$ cat src/rtl/pc_fetch_unit_pkg.sv
// Shared constants for the PC fetch unit: FSM state encoding and control levels.
package pc_fetch_unit_pkg;

    localparam int unsigned STATE_W = 2;

    localparam logic [1:0] ST_RESET = 2'd0;
    localparam logic [1:0] ST_RUN   = 2'd1;
    localparam logic [1:0] ST_ERR   = 2'd2;

    localparam logic CHIP_ENA  = 1'b1;
    localparam logic CHIP_DISA = 1'b0;
    localparam logic NO_STOP   = 1'b0;
    localparam logic RST_ENA   = 1'b0;

endpackage

$ cat src/rtl/fetch_timeout.sv
// Counts consecutive unacknowledged fetch requests; flags the cycle that reaches TIMEOUT.
module fetch_timeout #(
    parameter int unsigned TIMEOUT = 16
) (
    input  logic clk,
    input  logic rst,
    input  logic count_en,
    input  logic clear,
    output logic expired_c
);
    import pc_fetch_unit_pkg::*;

    generate
        if (TIMEOUT == 0) begin : g_off
            logic unused_tmo;
            assign unused_tmo = ^{clk, rst, count_en, clear};
            assign expired_c  = 1'b0;
        end else begin : g_on
            localparam int unsigned CNT_W = $clog2(TIMEOUT + 1);
            logic [CNT_W-1:0] cnt;

            always_ff @(posedge clk) begin
                if (rst == RST_ENA) begin
                    cnt <= '0;
                end else if (clear) begin
                    cnt <= '0;
                end else if (count_en) begin
                    cnt <= cnt + CNT_W'(1);
                end
            end

            // Expiry fires on the increment that brings the count to TIMEOUT.
            assign expired_c = count_en & ~clear & (cnt == CNT_W'(TIMEOUT - 1));
        end
    endgenerate

endmodule

$ cat src/rtl/pc_fetch_unit.sv
// Instruction fetch PC generator with deferred branch capture, flush and fetch timeout.
module pc_fetch_unit
    import pc_fetch_unit_pkg::*;
#(
    parameter int unsigned       ADDR_W   = 32,
    parameter logic [ADDR_W-1:0] RESET_PC = ADDR_W'(32'h00000000),
    parameter int unsigned       INC      = 4,
    parameter int unsigned       STALL_W  = 6,
    parameter int unsigned       TIMEOUT  = 16
) (
    input  logic               clk,
    input  logic               rst,
    input  logic [STALL_W-1:0] stall,
    input  logic               branch_flag_i,
    input  logic [ADDR_W-1:0]  branch_target_address_i,
    input  logic               flush_i,
    input  logic [ADDR_W-1:0]  new_pc_i,
    input  logic               imem_ack_i,
    output logic [ADDR_W-1:0]  pc,
    output logic               ce,
    output logic               imem_req_o,
    output logic               pending_o,
    output logic               fetch_err_o
);

    logic [STATE_W-1:0] state, state_nx;
    logic [ADDR_W-1:0]  pc_nx, pend_tgt, pend_tgt_nx;
    logic               ce_nx, pend_nx, err_nx;
    logic               stop, advance, flush_act, expired_c;
    logic               unused_stall;

    assign unused_stall = ^(stall >> 1);
    assign stop         = (stall[0] != NO_STOP);
    assign imem_req_o   = ce & (state == ST_RUN) & ~stop;
    assign advance      = imem_req_o & imem_ack_i;
    assign flush_act    = flush_i & (state != ST_RESET);

    fetch_timeout #(
        .TIMEOUT (TIMEOUT)
    ) u_timeout (
        .clk       (clk),
        .rst       (rst),
        .count_en  (imem_req_o & ~imem_ack_i),
        .clear     (advance | stop | flush_act),
        .expired_c (expired_c)
    );

    always_ff @(posedge clk) begin
        if (rst == RST_ENA) begin
            state       <= ST_RESET;
            pc          <= RESET_PC;
            ce          <= CHIP_DISA;
            pending_o   <= 1'b0;
            pend_tgt    <= '0;
            fetch_err_o <= 1'b0;
        end else begin
            state       <= state_nx;
            pc          <= pc_nx;
            ce          <= ce_nx;
            pending_o   <= pend_nx;
            pend_tgt    <= pend_tgt_nx;
            fetch_err_o <= err_nx;
        end
    end

    // Next-state: flush overrides everything; otherwise advance or capture the branch.
    always_comb begin
        state_nx    = state;
        pc_nx       = pc;
        ce_nx       = ce;
        pend_nx     = pending_o;
        pend_tgt_nx = pend_tgt;
        err_nx      = fetch_err_o;

        case (state)
            ST_RESET: begin
                state_nx = ST_RUN;
                ce_nx    = CHIP_ENA;
            end
            ST_RUN: begin
                if (advance) begin
                    if (branch_flag_i) begin
                        pc_nx = branch_target_address_i;
                    end else if (pending_o) begin
                        pc_nx = pend_tgt;
                    end else begin
                        pc_nx = pc + ADDR_W'(INC);
                    end
                    pend_nx     = 1'b0;
                    pend_tgt_nx = '0;
                end else if (branch_flag_i) begin
                    pend_nx     = 1'b1;
                    pend_tgt_nx = branch_target_address_i;
                end
                if (expired_c) begin
                    state_nx = ST_ERR;
                    err_nx   = 1'b1;
                end
            end
            ST_ERR: begin
                if (branch_flag_i) begin
                    pend_nx     = 1'b1;
                    pend_tgt_nx = branch_target_address_i;
                end
            end
            default: begin
                state_nx = ST_RESET;
                ce_nx    = CHIP_DISA;
            end
        endcase

        if (flush_act) begin
            state_nx    = ST_RUN;
            pc_nx       = new_pc_i;
            pend_nx     = 1'b0;
            pend_tgt_nx = '0;
            err_nx      = 1'b0;
        end
    end

endmodule

$ cat config.mk
export PLATFORM = sky130hd
export DESIGN_NAME = pc_fetch_unit
export DESIGN_NICKNAME = d
export VERILOG_FILES = /design/src/rtl/pc_fetch_unit_pkg.sv /design/src/rtl/fetch_timeout.sv /design/src/rtl/pc_fetch_unit.sv
export SDC_FILE = /design/constraint.sdc
export NUM_CORES = 1
export LEC_CHECK = 0
export ABC_CLOCK_PERIOD_IN_PS = 3400
export CAP_MARGIN = 25
export CORE_AREA = 5 5 126 128
export DETAILED_ROUTE_END_ITERATION = 8
export DIE_AREA = 0 0 131 133
export GPL_ROUTABILITY_DRIVEN = 0
export PLACE_DENSITY = 0.64
export SKIP_CTS_REPAIR_TIMING = 1
export SLEW_MARGIN = 30
export SYNTH_ARGS = -nofsm -noshare
export SYNTH_HDL_FRONTEND = slang
export SYNTH_SLANG_ARGS = --single-unit
$ cat constraint.sdc
create_clock -name clk -period 3.4 [get_ports clk]
set_clock_uncertainty 0.2 [all_clocks]
set_input_delay 0.68 -clock clk [delete_from_list [all_inputs] [get_ports clk]]
set_output_delay 0.68 -clock clk [all_outputs]
set_load 0.05 [all_outputs]
==> results.sh, run 1 <==
export IMPL_status="finished clean"
export IMPL_nFillCells=1552
export IMPL_slew_viol_final=0
export IMPL_clkLatencyLatePin_ns=0.34
export IMPL_core_area_mm2=0.0148
export IMPL_path_clk_slew_ns=0.06
export IMPL_hold_viol=0
export IMPL_ir_worst_vdd_uv=249
export IMPL_r2r_slack_ns=0.72
export IMPL_ant_nets=0
export IMPL_synth_async_reset_ratio_pct=0
export IMPL_overflow=0
export IMPL_ys_flop_type="dfxtp_1"
export IMPL_synth_cell_type_count=59
export IMPL_synth_edf_count=0
export IMPL_grt_pass1_vias=4420
export IMPL_dr_pass1_iters=6
export IMPL_die_area_mm2=0.0174
export IMPL_crit_fanout=7
export IMPL_hpwl_um=11300
export IMPL_cp_arrival_ns=2.70
export IMPL_io_pins=111
export IMPL_grt_max_degree=34
export IMPL_io_buffers=105
export IMPL_rsz0062_at_grt="no"
export IMPL_track_usage_pct=17.5
export IMPL_power_static_leakage_nw=2.10
export IMPL_whs_ns=0.254
export IMPL_hold_class="reg -> reg"
export IMPL_vias_per_cell=5.28
export IMPL_drive_above_1_share_pct=8.87
export IMPL_worst_pin_slew_ns=0.732
export IMPL_period_share_pct=78.7
export IMPL_endpoint_kind="flop"
export IMPL_cp_data_required_time_ns=3.43
export IMPL_rows=45
export IMPL_path_class="reg -> reg"
export IMPL_clk_path_buf_depth=2
export IMPL_fin_setup_tns_ns=0
export IMPL_cts_sinks=74
export IMPL_route_vias_total=4621
export IMPL_drtIter0Drc=430
export IMPL_wl_per_cell_um=17.4
export IMPL_grt_pass1_wl_um=24000
export IMPL_post_dp_cell_area_mm2=0.00566
export IMPL_htree_num_levels=3
export IMPL_fp_dieH_um=133
export IMPL_syn_area_mm2=0.00428
export IMPL_ys_seq_elements=74
export IMPL_diodes=0
export IMPL_wl_um=15200
export IMPL_yosys_warnings=0
export IMPL_slew_headroom_pct=49.9
export IMPL_fin_crit_ns=2.68
export IMPL_synthCells=579
export IMPL_start_util_pct=29.0
export IMPL_cts_tree="done"
export IMPL_cts_root_buf="clkbuf_16"
export IMPL_synth_seq_area_share_pct=34.6
export IMPL_power_per_cell_area_mw_per_mm2=659
export IMPL_syn_to_final_growth_pct=39.3
export IMPL_setup_worst_path_start_class="flop"
export IMPL_nets=765
export IMPL_antenna_found_initial=0
export IMPL_fmax_mhz=374
export IMPL_die_w_um=131
export IMPL_synth_fp_nets=661
export IMPL_fin_area_mm2=0.00596
export IMPL_cts_buffers=9
export IMPL_cap_violations=0
export IMPL_syn_area_per_cell_um2=7.39
export IMPL_setup_viol=0
export IMPL_drc=0
## cells in the final DEF (no fill, tap or decap), types with 13 or more instances in the layout
master / n
mux2i_1: 13
o211ai_1: 15
nor3_1: 19
a21oi_1: 60
o21ai_0: 38
buf_4: 30
clkdlybuf4s50_1: 103
nand2_1: 118
dfxtp_1: 74
nand3_1: 25
nor2_1: 24
## metal layers
layer	vias to the layer above	wire length, µm	GRT usage (%)	part of all wire (%)
li1	2308	-	-	-
met1	2123	6920	24.0	45
met2	165	7030	27.0	46
met3	25	904	3.31	5.9
met4	0	375	6.57	2.5
met5	-	0	0	0
## state kept, by name (all words and copies together) (netlist names)
signal	cells
u_timeout.g_on.cnt	5
pending_o	1
fetch_err_o	1
pend_tgt	32
ce	1
state	2
pc	32
## synth_stat cells, drive strengths merged, types with 6 or more instances
library cell  instances  area share, %
nor2b                10            1.5
dfxtp                74             35
and3                  7            1.0
o21ai                38            4.4
nand2               118             10
nor2                 25            2.2
clkbuf               34            3.0
nor4                  9            1.3
a21oi                60            7.0
nand3                25            2.9
or4                   6            1.3
inv                  11           0.96
nor3                 19            2.2
o211ai               15            2.6
nand4                12            2.4
a31oi                10            1.5
xor2                 11            2.3
mux2i                13            3.0
buf                   7           0.64
ha                    7            2.0
## worst max-delay path: stages (launching register included)
cell and delay [ns]:
dfxtp_1 0.51, nand4_2 0.24, or4_4 0.64, or4_4 0.54
and3_1 0.19, a221o_1 0.24
## cells by family (layout without fill, tap and decap cells)
| logic type | count (synthesis) | after routing | share of synthesized area [%] |
|---|---|---|---|
| buffers and inverters | 53 | 162 | 4.71 |
| multiplexers | 13 | 13 | 3.04 |
| AND/OR/NAND/NOR | 253 | 253 | 29.0 |
| AO/OA/AOI/OAI | 163 | 163 | 23.3 |
| flip-flops | 74 | 74 | 34.6 |
| adder cells (fa/ha/maj) | 7 | 7 | 2.05 |
| XOR/XNOR | 16 | 16 | 3.27 |
## area by class of cell
cell class	count	area [µm²]	area share, %
Clock inverter	6	65.1	1.09
Sequential cell	74	1480	24.9
Inverter	12	45.0	0.756
Tap cell	188	235	3.95
Clock buffer	10	239	4.01
Timing Repair Buffer	134	1280	21.4
Multi-Input combinational cell	452	2620	43.9
## path summary, 6_finish.rpt
kind / endpoint / from / depth (start not counted)
setup / recovery: pc[28] / pc[8] / 5
hold / removal: pend_tgt[22] / pend_tgt[22] / 2
setup reg to reg: pc[28] / pc[8] / 5
hold reg to reg: pend_tgt[22] / pend_tgt[22] / 2
## report_power, final
group          switching (mW)  leakage (nW)  internal [mW]
clock network           0.386         0.149          0.589
registers               0.216         0.603           1.05
logic                    1.06          1.34          0.631
total                    1.66          2.10           2.27
## stage by stage
step | setup WS (ns) | total power [mW] | utilization (%) | std cells
final | 0.723 | 3.93 | 40.4 | 876
after floorplan | 0.439 | 2.32 | - | 579
after global placement | 0.575 | 2.95 | 38.3 | 860
after CTS | 0.730 | 3.95 | 40.4 | 876
after detailed placement | 0.568 | 2.97 | 38.3 | 860
after global routing | 0.637 | 4.16 | 40.4 | 876
No activity file was read; power rests on OpenSTA's default activity.
==> inputs of run 2 (changes only) <==
--- a/config.mk
+++ b/config.mk
@@ -5,13 +5,13 @@
 export SDC_FILE = /design/constraint.sdc
 export NUM_CORES = 1
 export LEC_CHECK = 0
-export ABC_CLOCK_PERIOD_IN_PS = 3400
+export ABC_CLOCK_PERIOD_IN_PS = 2200
 export CAP_MARGIN = 25
 export CORE_AREA = 5 5 126 128
 export DETAILED_ROUTE_END_ITERATION = 8
 export DIE_AREA = 0 0 131 133
 export GPL_ROUTABILITY_DRIVEN = 0
-export PLACE_DENSITY = 0.64
+export PLACE_DENSITY = 0.66
 export SKIP_CTS_REPAIR_TIMING = 1
 export SLEW_MARGIN = 30
 export SYNTH_ARGS = -nofsm -noshare
==> constraint.sdc (replaced) <==
create_clock -name clk -period 2.2 [get_ports clk]
set_clock_uncertainty 0.2 [all_clocks]
set_input_delay 0.44 -clock clk [delete_from_list [all_inputs] [get_ports clk]]
set_output_delay 0.44 -clock clk [all_outputs]
set_load 0.05 [all_outputs]
==> run 2 against run 1 <==
  * The flow now finishes with violations (setup timing)
  * Register-to-register slack worse by 0.86 ns
  * Hold slack worse by 0.0049 ns
  * Wire length is 5.0% higher
  * Sequential power is 52% higher
  * Non-clock buffer count is 60 higher
  * Sequential share of layout area is 1.4 points lower
  * Cell count is 6.8% higher
  * Largest power group unchanged
  * Highest routed layer unchanged
==> results.sh, run 2 (synthesis results as in run 1) <==
export IMPL_status="complete, but fails checks"
export IMPL_violations="setup timing"
export IMPL_die_w_um=131
export IMPL_die_area_mm2=0.0174
export IMPL_rows=45
export IMPL_ant_nets=0
export IMPL_cts_buffers=9
export IMPL_period_share_pct=106
export IMPL_wl_um=16000
export IMPL_path_clk_slew_ns=0.06
export IMPL_power_per_cell_area_mw_per_mm2=974
export IMPL_power_static_leakage_nw=2.51
export IMPL_slew_viol_final=0
export IMPL_fp_dieH_um=133
export IMPL_reg2reg_depth=6
export IMPL_cts_tree="done"
export IMPL_rsz0062_at_grt="yes"
export IMPL_cp_data_required_time_ns=2.24
export IMPL_hold_viol=0
export IMPL_vias_per_cell=5.20
export IMPL_endpoint_kind="flop"
export IMPL_clk_path_buf_depth=2
export IMPL_largestRegisters="pc (32), pend_tgt (32), u_timeout.g_on.cnt (5)"
export IMPL_core_area_mm2=0.0148
export IMPL_setup_worst_path_start_class="flop"
export IMPL_drtIter0Drc=424
export IMPL_route_vias_total=4867
export IMPL_total_power_mw=6.37
export IMPL_worst_slack_ns=-0.137
export IMPL_nets=825
export IMPL_io_buffers=105
export IMPL_grt_pass1_wl_um=25000
export IMPL_start_util_pct=29.0
export IMPL_cap_violations=0
export IMPL_clkLatencyLatePin_ns=0.35
export IMPL_slew_headroom_pct=65.9
export IMPL_fin_crit_ns=2.34
export IMPL_whs_path_depth=2
export IMPL_path_class="reg -> reg"
export IMPL_dr_pass1_iters=5
export IMPL_cp_arrival_ns=2.37
export IMPL_crit_fanout=2
export IMPL_layout_common_cells="118 x nand2_1, 115 x buf_4, 71 x clkdlybuf4s50_1"
export IMPL_final_core_util_pct=44.3
export IMPL_overflow=0
export IMPL_io_pins=111
export IMPL_htree_num_levels=3
export IMPL_setup_viol=2
export IMPL_cts_root_buf="clkbuf_16"
export IMPL_cts_sinks=74
export IMPL_hold_class="reg -> reg"
export IMPL_antenna_found_initial=0
export IMPL_hpwl_um=12100
export IMPL_syn_to_final_growth_pct=52.7
export IMPL_worst_pin_slew_ns=0.510
export IMPL_drive_above_1_share_pct=24.5
export IMPL_final_common_cell="nand2_1"
export IMPL_track_usage_pct=18.3
export IMPL_grt_pass1_vias=4765
export IMPL_fmax_mhz=428
export IMPL_drc=0
export IMPL_wl_per_cell_um=17.1
export IMPL_layoutNonFillerInstCount=936
export IMPL_ir_worst_vdd_uv=369
export IMPL_dp_cells=919
export IMPL_grt_max_degree=34
export IMPL_diodes=0
## run 2: worst max-delay path, stage by stage, from the launching register on
cell     delay (ns)
dfxtp_4        0.36
ha_4           0.15
nand4_4        0.07
or4_4          0.44
or4_4          0.56
and3_4         0.18
a221o_1        0.25
## run 2: power breakdown
part | total [mW] | switching, mW | internal (mW)
Combinational | 3.03 | 1.81 | 1.21
Clock | 1.43 | 0.604 | 0.829
Sequential | 1.91 | 0.258 | 1.65
Total | 6.37 | 2.68 | 3.69
## run 2: routing by layer
layer | routed length (µm) | track usage, %
met1 | 6980 | 24.1
met2 | 7720 | 30.4
met3 | 1030 | 2.99
met4 | 266 | 5.77
met5 | 0 | 0
## run 2: path summary, 6_finish.rpt
path | to | start | slack, ns
setup / recovery | pc[28] | pc[2] | -0.14
hold / removal | pend_tgt[19] | pend_tgt[19] | 0.25
setup reg to reg | pc[28] | pc[2] | -0.14
hold reg to reg | pend_tgt[19] | pend_tgt[19] | 0.25
## run 2: final cells by class
cell class              instances  area (µm²)
repair buffers                194        1720
clock buffers                  11         253
multi-input cells             452        2710
inverters                      12        45.0
flip-flops and latches         74        1540
well taps                     188         235
fillers                      1489        8220
clock inverters                 5        36.3
## run 2: per-stage QoR
stage | hold slack [ns] | cell area [µm²] | setup WS [ns] | setup TNS, ns
floorplan | 0.231 | 4390 | -0.339 | -0.526
global placement | 0.237 | 6160 | -0.163 | -5.83
detailed placement | 0.242 | 6160 | -0.178 | -6.35
CTS | 0.251 | 6450 | -0.196 | -0.369
global route | 0.262 | 6530 | -0.186 | -0.305
finish | 0.249 | 6530 | -0.137 | -0.149
==> inputs of run 3 (changes only) <==
--- a/config.mk
+++ b/config.mk
@@ -7,11 +7,11 @@
 export LEC_CHECK = 0
 export ABC_CLOCK_PERIOD_IN_PS = 2200
 export CAP_MARGIN = 25
-export CORE_AREA = 5 5 126 128
+export CORE_AREA = 5 5 104 106
 export DETAILED_ROUTE_END_ITERATION = 8
-export DIE_AREA = 0 0 131 133
+export DIE_AREA = 0 0 109 111
 export GPL_ROUTABILITY_DRIVEN = 0
-export PLACE_DENSITY = 0.66
+export PLACE_DENSITY = 0.87
 export SKIP_CTS_REPAIR_TIMING = 1
 export SLEW_MARGIN = 30
 export SYNTH_ARGS = -nofsm -noshare
==> run 3 against run 2 <==
  * Critical path type unchanged
  * Clock-buffer cell count shrank 2
  * Hold slack gained 0.0094 ns
  * Power shrank 7.5%
  * Cell count shrank 6.1%
  * Largest cell class unchanged
  * Clock power shrank 34%
  * Largest power group unchanged
  * Die area shrank 31%
  * Flip-flop and latch count is the same
  * Maximum frequency grew 1.6%
  * Sequential power is essentially flat
  * Combinational power is essentially flat
  * The flow still finishes with violations (setup timing)
  * Sequential share of layout area grew 0.68 points
==> results.sh, run 3 (synthesis results as in run 1) <==
export IMPL_hold_viol=0
export IMPL_status="complete, but fails checks"
export IMPL_drive_above_1_share_pct=24.1
export IMPL_io_pins=111
export IMPL_dr_pass1_iters=6
export IMPL_gr_usage_met3_pct=4.43
export IMPL_reg2reg_depth=5
export IMPL_overflow=0
export IMPL_rows=36
export IMPL_r2r_slack_ns=-0.10
export IMPL_grt_pass1_vias=5112
export IMPL_core_area_mm2=0.00968
export IMPL_route_vias_total=5274
export IMPL_vias_per_cell=6.00
export IMPL_largestRegisters="pc (32), pend_tgt (32), u_timeout.g_on.cnt (5)"
export IMPL_die_area_mm2=0.0121
export IMPL_use_met1_pct=32.0
export IMPL_final_core_util_pct=65.6
export IMPL_whs_ns=0.258
export IMPL_hpwl_um=11700
export IMPL_rsz0062_at_grt="yes"
export IMPL_nFillCells=724
export IMPL_start_util_pct=44.2
export IMPL_wl_um=16000
export IMPL_cp_cell_sequence="nand4_4 -> or4_4 -> or4_4 -> and3_4 -> a221o_1"
export IMPL_worstPathBufferInverterCount=0
export IMPL_cap_violations=0
export IMPL_io_buffers=105
export IMPL_syn_to_final_growth_pct=48.4
export IMPL_endpoint_kind="flop"
export IMPL_setup_worst_path_start_class="flop"
export IMPL_slew_viol_final=0
export IMPL_cp_arrival_ns=2.34
export IMPL_cp_depth=5
export IMPL_violations="setup timing"
export IMPL_power_static_leakage_nw=2.46
export IMPL_top_usage_layer="met2"
export IMPL_crit_fanout=2
export IMPL_total_power_mw=5.89
export IMPL_period_share_pct=105
export IMPL_grt_pass1_wl_um=24700
export IMPL_crit_path_max_incr_delay_ns=0.56
export IMPL_path_delay_family="simple AND/OR/NAND/NOR gates"
export IMPL_path_class="reg -> reg"
export IMPL_layout_common_cells="118 x nand2_1, 111 x buf_4, 71 x clkdlybuf4s50_1"
export IMPL_slew_headroom_pct=63.5
export IMPL_fmax_mhz=435
export IMPL_grt_max_degree=34
export IMPL_cp_data_required_time_ns=2.24
export IMPL_cts_buffers=9
export IMPL_antenna_found_initial=0
export IMPL_critPathMostFrequentCell="or4_4"
export IMPL_ant_nets=0
export IMPL_worst_pin_slew_ns=0.543
export IMPL_clk_path_buf_depth=2
export IMPL_path_clk_slew_ns=0.08
export IMPL_hold_class="reg -> reg"
export IMPL_nets=823
export IMPL_power_per_cell_area_mw_per_mm2=927
export IMPL_wl_per_cell_um=18.2
export IMPL_drtIter0Drc=620
export IMPL_met2_usage_pct=41.0
export IMPL_cts_tree="done"
export IMPL_htree_num_levels=3
export IMPL_setup_viol=3
export IMPL_worst_slack_ns=-0.100
export IMPL_die_w_um=109
export IMPL_slowest_stage="or4_4"
export IMPL_cts_root_buf="clkbuf_8"
export IMPL_track_usage_pct=25.5
export IMPL_diodes=0
export IMPL_fp_dieH_um=111
export IMPL_final_common_cell="nand2_1"
export IMPL_whs_path_depth=2
export IMPL_fin_crit_ns=2.30
export IMPL_ir_worst_vdd_uv=498
export IMPL_cts_sinks=74
export IMPL_clkLatencyLatePin_ns=0.35
export IMPL_drc=0
run 3: layout make-up:
cell class              instances  area, µm²  area share, %
repair buffers                192       1710           27.0
well taps                     133        166           2.62
multi-input cells             452       2720           42.9
clock buffers                   9        124           1.95
flip-flops and latches         74       1540           24.2
clock inverters                 7       46.3          0.729
inverters                      12       45.0          0.709
run 3: per-stage QoR:
step / setup slack, ns / TNS (ns) / std cells / area [µm²]
global placement: -0.156 / -6.22 / 862 / 6080
CTS: -0.194 / -0.373 / 878 / 6250
global route: -0.135 / -0.311 / 879 / 6350
finish: -0.100 / -0.139 / 879 / 6350
detailed placement: -0.222 / -8.10 / 862 / 6080
floorplan: -0.339 / -0.526 / 579 / 4390
run 3: power by group:
part           total [mW]  internal (mW)  switching (mW)  leakage [nW]
combinational        3.03           1.18            1.85          1.76
clock               0.947          0.404           0.542        0.0810
sequential           1.91           1.64           0.268         0.614
run 3: worst paths after layout:
kind | end | startpoint
setup / recovery | pc[28] | pc[7]
hold / removal | pend_tgt[2] | pend_tgt[2]
setup reg to reg | pc[28] | pc[7]
hold reg to reg | pend_tgt[2] | pend_tgt[2]
run 3: layer usage:
layer | wire [µm] | vias to the layer above
li1 | - | 2421
met2 | 7730 | 332
met4 | 644 | 0
met5 | 0 | -
met3 | 1570 | 70
met1 | 6090 | 2451
run 3: tightest hold or removal path: stages, from the launching register on:
cell	delay (ns)
dfxtp_1	0.31
nand2_1	0.05
a21oi_1	0.05
